`config.mk`:
```
export PLATFORM = sky130hd
export DESIGN_NAME = meteor_sprite_renderer
export DESIGN_NICKNAME = d
export VERILOG_FILES = /design/src/rtl/meteor_sprite_renderer.sv
export SDC_FILE = /design/constraint.sdc
export NUM_CORES = 1
export LEC_CHECK = 0
export CAP_MARGIN = 5
export CORE_ASPECT_RATIO = 1.75
export CORE_MARGIN = 5
export CORE_UTILIZATION = 61
export CTS_BUF_LIST = sky130_fd_sc_hd__clkbuf_8
export DETAILED_ROUTE_END_ITERATION = 6
export GPL_ROUTABILITY_DRIVEN = 0
export PLACE_DENSITY = 0.87
export SLEW_MARGIN = 20
export SYNTH_ARGS = -nofsm -noshare
export SYNTH_HDL_FRONTEND = slang
export SYNTH_SLANG_ARGS = --single-unit
```
`constraint.sdc`:
```
create_clock -name i_Clk -period 3 [get_ports i_Clk]
set_clock_uncertainty 0.1 [all_clocks]
set_input_delay 0.9 -clock i_Clk [delete_from_list [all_inputs] [get_ports i_Clk]]
set_output_delay 0.9 -clock i_Clk [all_outputs]
set_load 0.01 [all_outputs]
```
`src/rtl/meteor_sprite_renderer.sv`:
```
// rtl/meteor_sprite_renderer.sv - regenerates position from raw syncs and draws one falling meteor sprite
// Optional starfield background is compiled in with STARFIELD_EN.
module meteor_sprite_renderer #(
  parameter int VIDEO_WIDTH     = 3,
  parameter int TOTAL_COLS      = 800,
  parameter int TOTAL_ROWS      = 525,
  parameter int ACTIVE_COLS     = 640,
  parameter int ACTIVE_ROWS     = 480,
  parameter int SPRITE_SIZE     = 16,
  parameter int STEP_PIX        = 4,
  parameter int FRAMES_PER_STEP = 2
) (
  input  logic                   i_Clk,
  input  logic                   i_Reset,
  input  logic                   i_HSync,
  input  logic                   i_VSync,
  input  logic                   i_Spawn,
  input  logic [9:0]             i_Spawn_Col,
  output logic                   o_HSync,
  output logic                   o_VSync,
  output logic [VIDEO_WIDTH-1:0] o_Red_Video,
  output logic [VIDEO_WIDTH-1:0] o_Grn_Video,
  output logic [VIDEO_WIDTH-1:0] o_Blu_Video,
  output logic                   o_Meteor_Active,
  output logic                   o_Meteor_Landed
);
  typedef enum logic [1:0] {IDLE = 2'd0, FALLING = 2'd1, LANDED = 2'd2} state_t;

  localparam logic [9:0]  COL_LAST = 10'(TOTAL_COLS - 1);
  localparam logic [9:0]  ROW_LAST = 10'(TOTAL_ROWS - 1);
  localparam logic [9:0]  ACT_COLS = 10'(ACTIVE_COLS);
  localparam logic [9:0]  ACT_ROWS = 10'(ACTIVE_ROWS);
  localparam logic [9:0]  X_MAX    = 10'(ACTIVE_COLS - SPRITE_SIZE);
  localparam logic [9:0]  Y_REST   = 10'(ACTIVE_ROWS - SPRITE_SIZE);
  localparam logic [10:0] Y_LAND   = 11'(ACTIVE_ROWS - SPRITE_SIZE);
  localparam logic [10:0] STEP     = 11'(STEP_PIX);
  localparam logic [10:0] SIZE     = 11'(SPRITE_SIZE);
  localparam logic [3:0]  DIV_LAST = 4'(FRAMES_PER_STEP - 1);
  localparam logic [VIDEO_WIDTH-1:0] ONES = '1;

  logic       hs1_q, vs1_q, hs2_q, vs2_q;
  logic [9:0] col_q, col_d, row_q, row_d;
  state_t     state_q, state_d;
  logic [9:0] x_q, x_d, y_q, y_d;
  logic [3:0] div_q, div_d;
  logic       landed_q, landed_d;
  logic [VIDEO_WIDTH-1:0] red_q, red_d, grn_q, grn_d, blu_q, blu_d;
  logic       update_pt, hit, in_active;
  logic [9:0] spawn_x;
  logic [10:0] y_step;

  // Stage 1: position counters, realigned on every VSync rising edge
  always_comb begin
    col_d = col_q + 10'd1;
    row_d = row_q;
    if (col_q == COL_LAST) begin
      col_d = '0;
      row_d = (row_q == ROW_LAST) ? 10'd0 : row_q + 10'd1;
    end
    if (i_VSync && !vs1_q) begin
      col_d = '0;
      row_d = '0;
    end
  end

  always_ff @(posedge i_Clk or posedge i_Reset) begin
    if (i_Reset) begin
      hs1_q <= 1'b0;
      vs1_q <= 1'b0;
      col_q <= '0;
      row_q <= '0;
    end else begin
      hs1_q <= i_HSync;
      vs1_q <= i_VSync;
      col_q <= col_d;
      row_q <= row_d;
    end
  end

  assign update_pt = (row_q == ACT_ROWS) && (col_q == 10'd0);
  assign spawn_x   = (i_Spawn_Col > X_MAX) ? X_MAX : i_Spawn_Col;
  assign y_step    = {1'b0, y_q} + STEP;

  always_ff @(posedge i_Clk or posedge i_Reset) begin
    if (i_Reset) begin
      state_q  <= IDLE;
      x_q      <= '0;
      y_q      <= '0;
      div_q    <= '0;
      landed_q <= 1'b0;
    end else begin
      state_q  <= state_d;
      x_q      <= x_d;
      y_q      <= y_d;
      div_q    <= div_d;
      landed_q <= landed_d;
    end
  end

  // Movement is confined to the update point so a frame never shows two positions
  always_comb begin
    state_d  = state_q;
    x_d      = x_q;
    y_d      = y_q;
    div_d    = div_q;
    landed_d = 1'b0;
    case (state_q)
      IDLE: begin
        if (i_Spawn) begin
          x_d     = spawn_x;
          y_d     = '0;
          div_d   = '0;
          state_d = FALLING;
        end
      end
      FALLING: begin
        if (update_pt) begin
          if (div_q == DIV_LAST) begin
            div_d = '0;
            if (y_step >= Y_LAND) begin
              y_d      = Y_REST;
              state_d  = LANDED;
              landed_d = 1'b1;
            end else begin
              y_d = y_step[9:0];
            end
          end else begin
            div_d = div_q + 4'd1;
          end
        end
      end
      LANDED: begin
        if (update_pt) state_d = IDLE;
      end
      default: state_d = IDLE;
    endcase
  end

  always_comb begin
    o_Meteor_Active = (state_q == FALLING) || (state_q == LANDED);
    in_active = (col_q < ACT_COLS) && (row_q < ACT_ROWS);
    hit = (state_q != IDLE) &&
          (col_q >= x_q) && ({1'b0, col_q} < {1'b0, x_q} + SIZE) &&
          (row_q >= y_q) && ({1'b0, row_q} < {1'b0, y_q} + SIZE);
    red_d = '0;
    grn_d = '0;
    blu_d = '0;
    if (in_active) begin
      if (hit && state_q == FALLING) begin
        red_d = ONES;
        grn_d = ONES >> 1;
      end else if (hit) begin
        red_d = ONES;
      end
`ifdef STARFIELD_EN
      else if (col_q[3:0] == 4'd0 && row_q[3:0] == col_q[7:4]) begin
        red_d = ONES;
        grn_d = ONES;
        blu_d = ONES;
      end
`endif
    end
  end

  // Stage 2: colour and twice-delayed syncs leave together
  always_ff @(posedge i_Clk or posedge i_Reset) begin
    if (i_Reset) begin
      hs2_q <= 1'b0;
      vs2_q <= 1'b0;
      red_q <= '0;
      grn_q <= '0;
      blu_q <= '0;
    end else begin
      hs2_q <= hs1_q;
      vs2_q <= vs1_q;
      red_q <= red_d;
      grn_q <= grn_d;
      blu_q <= blu_d;
    end
  end

  assign o_HSync         = hs2_q;
  assign o_VSync         = vs2_q;
  assign o_Red_Video     = red_q;
  assign o_Grn_Video     = grn_q;
  assign o_Blu_Video     = blu_q;
  assign o_Meteor_Landed = landed_q;
endmodule

```
==> metrics <==
post-route ant nets 0; non-filler cells, final 505; type of the tightest min-delay check flop to flop; launching point of the worst reg2reg path y_q[4]; Int Power between 1000 and 1500 uW; CTS resizes 0; first drt pass iteration count 4; Clock Latency Late Sink ~0.30 ns; PwrDens between 500 and 600 mW/mm^2; number of I/O port buffers 23; WHS about 0.26 ns; FFs w/ async S/R, synth 1.00; Area growth, synth to finish 10.5%; CTS tree built; crit-path leading delay family buffers and inverters; crit path buf inv count 2; final-report hold violation count 0; synthesized area about 0.0036 sq mm; origin of the worst setup path state_q[0]; routed len/inst around 16 um; met1 usage 0.240; Die ar. ~0.0075 sq mm; largest net degree at the start of global routing 29; Die Wd ~68 um; die height between 100 and 150 um; CTS max path bufs 2; post-CTS setup buffers 0; Placed Cells 497; Clock transition at path regs approximately 0.09 ns; crit share post-route 0.854; min cycle time layout between 2 and 3 ns; Crit Path Class flop to primary output; CP max stage delay 0.52 ns; fill count approximately 450; CTS H-Tree Depth 2; Yosys top cell by area dfrtp_1; Critical Path Start Type flop; Worst Setup End Kind primary output; dpl ws roughly 0.25 ns; Total GRT Usage 0.232; Congestion Overflow GR 0; first-pass GRT wire length 13700 um; CTS Buf Count 5; drt drc 0; status completed; setup ws final 0.437 ns; worst slew pin tran about 0.55 ns; final setup violation count 0; worst endpoint data arrival time between 1.5 and 2 ns; max_cap viols 0; post-synthesis cell type count 55; Ports 28; register area about 0.0013 sq mm; DR iter-0 viols 171; Post-synth EDFFs 0; top_reg_cell synth dfrtp_1; # diodes 0; CP Data Required Time about 2.0 ns; Switching Fraction 0.389; relative slew slack 0.635; dpl hpwl 6180 um; sequential area share after synthesis 0.359; post-route setup TNS 0 ns; Rows 36; CP Cell Sequence inv_1 > ha_1 > clkdlybuf4s50_1; number of global-route vias before repair approximately 3100; core area approximately 0.0056 sq mm; area of the multi-input gates about 0.0021 sq mm; Root Buffer clkbuf_8; antenna violations before repair 0; NetSw 892 uW; Ys Warns 0; GR peak layer met2; post-synthesis instance total 411; post-synth top area share 0.359; CTS Hold Bufs 0; Via density around 6.1; RSZ-0062 raised after global routing no; Initial Utilization 0.632; Final nets approximately 500; Worst Path Max Fanout 3; Leakage 0.00172 uW; max-slew violations 0; Sequential Power Share 0.409; Clock power frac 0.190; met2 usage 0.426; DR vias around 3100; Area contributors post-synth dfrtp_1 (36%), ha_1 (15%), o21ai_0 (5.9%); Crit-path slowest cell clkdlybuf4s50_1; global-route track usage on met3 0.0385; Seq cells post-synth slightly above 50; Hold Crit Start hs1_q; Sink Count slightly above 50; power share of the combinational group 0.401; Detailed Route WL approximately 8000 um; maximum vdd drop 441 uV; layout cells sized above 1 0.0443; f_max 0.390 GHz; syn_area_per_cell between 8 and 9 sq um
==> final timing paths <==
kind	cells after the start	slack [ns]	to
min in group asynchronous	2	0.85	x_q[0]
max in group asynchronous	3	1.41	row_q[8]
min reg2reg	0	0.26	o_HSync
max	3	0.44	o_Meteor_Active
min	0	0.26	o_HSync
max reg2reg	9	0.50	o_Red_Video[1]
==> layer usage <==
metal  share of wire  wire (um)
met5               0          0
met4           0.047        376
met1            0.37       2950
met3           0.036        288
met2            0.55       4370
==> Yosys cell counts (all sizes together) (3+ instances only) <==
cell	instances
o31ai	4
a21o	3
nor4	4
nor3	9
or3	3
and3	4
a21oi	20
o21ai	42
clkbuf	8
buf	11
nand2	29
nand2b	7
or2	3
nor2	41
and4	5
o21a	3
xor2	5
nand3	22
a31oi	4
ha	43
nand4	6
dfrtp	51
xnor2	13
inv	31
nor2b	6
and2	3
==> registers in the layout, indices dropped and copies added, names as in the netlist, 2 cells and up <==
name	cells
col_q	10
row_q	10
x_q	10
y_q	8
div_q	4
state_q	2
==> power by group through the flow <==
stage / Sequential [uW] / Combinational, uW / Clock [uW]
2_1_floorplan: 903 / 697 / 0
3_3_place_gp: 942 / 847 / 0
3_5_place_dp: 947 / 901 / 0
4_1_cts: 934 / 912 / 443
5_1_grt: 958 / 1060 / 470
6_report: 936 / 918 / 436
==> area by class of cell <==
cell class,instances,share of cell area
Multi-Input combinational cell,313,0.528
Sequential cell,51,0.325
Timing Repair Buffer,26,0.0675
Inverter,31,0.0296
Clock buffer,7,0.0245
Tap cell,76,0.0242
Clock inverter,1,0.00191
==> cell usage in the layout, fill, tap and decap left out, types with 2 or more instances in the layout <==
cell             Yosys  layout
and3_1               3       3
inv_1               31      30
nor3b_1              2       2
nor4_1               4       4
nand2b_1             7       7
nor2_1              41      41
nand3b_1             2       2
conb_1               1       4
mux2_2               2       2
clkdlybuf4s50_1      0      23
a31oi_1              4       4
ha_1                43      43
o21ai_0             42      42
xor2_1               5       5
nand2_1             29      29
a2111oi_0            2       2
or2_2                2       2
a21o_1               3       3
dfrtp_1             51      51
o31ai_1              4       4
nand4_1              6       6
buf_4                7       2
o21a_1               3       3
nand3_1             22      22
xnor2_1             13      13
nor2b_1              6       6
clkbuf_8             0       7
a211oi_1             2       2
nor3_1               9       9
a21oi_1             19      19
nor4b_1              2       2
and2_1               3       3
a21boi_0             2       2
and4_1               5       5
or3_1                3       3
o211ai_1             2       2
==> per-stage QoR <==
stage / area (sq um) / total power [uW] / utilization
after global placement: 3830 / 1790 / 0.680
final: 3930 / 2290 / 0.698
after global routing: 3930 / 2490 / 0.698
after floorplan: 3570 / 1600 / -
after detailed placement: 3830 / 1850 / 0.680
after CTS: 3930 / 2290 / 0.698
==> logic make-up (layout without fill, tap and decap cells) <==
logic type,Yosys count,count (layout),share of synthesized area
AOI/OAI and AO/OA,95,95,0.163
xor gates and xnor gates,18,18,0.0443
adders and majority gates,43,43,0.151
buffers and inverters,50,65,0.0616
DFF,51,51,0.359
muxes,3,3,0.00914
other,1,4,0.00105
and+or+nand+nor,150,150,0.211
No activity file was read; power rests on OpenSTA's default activity.
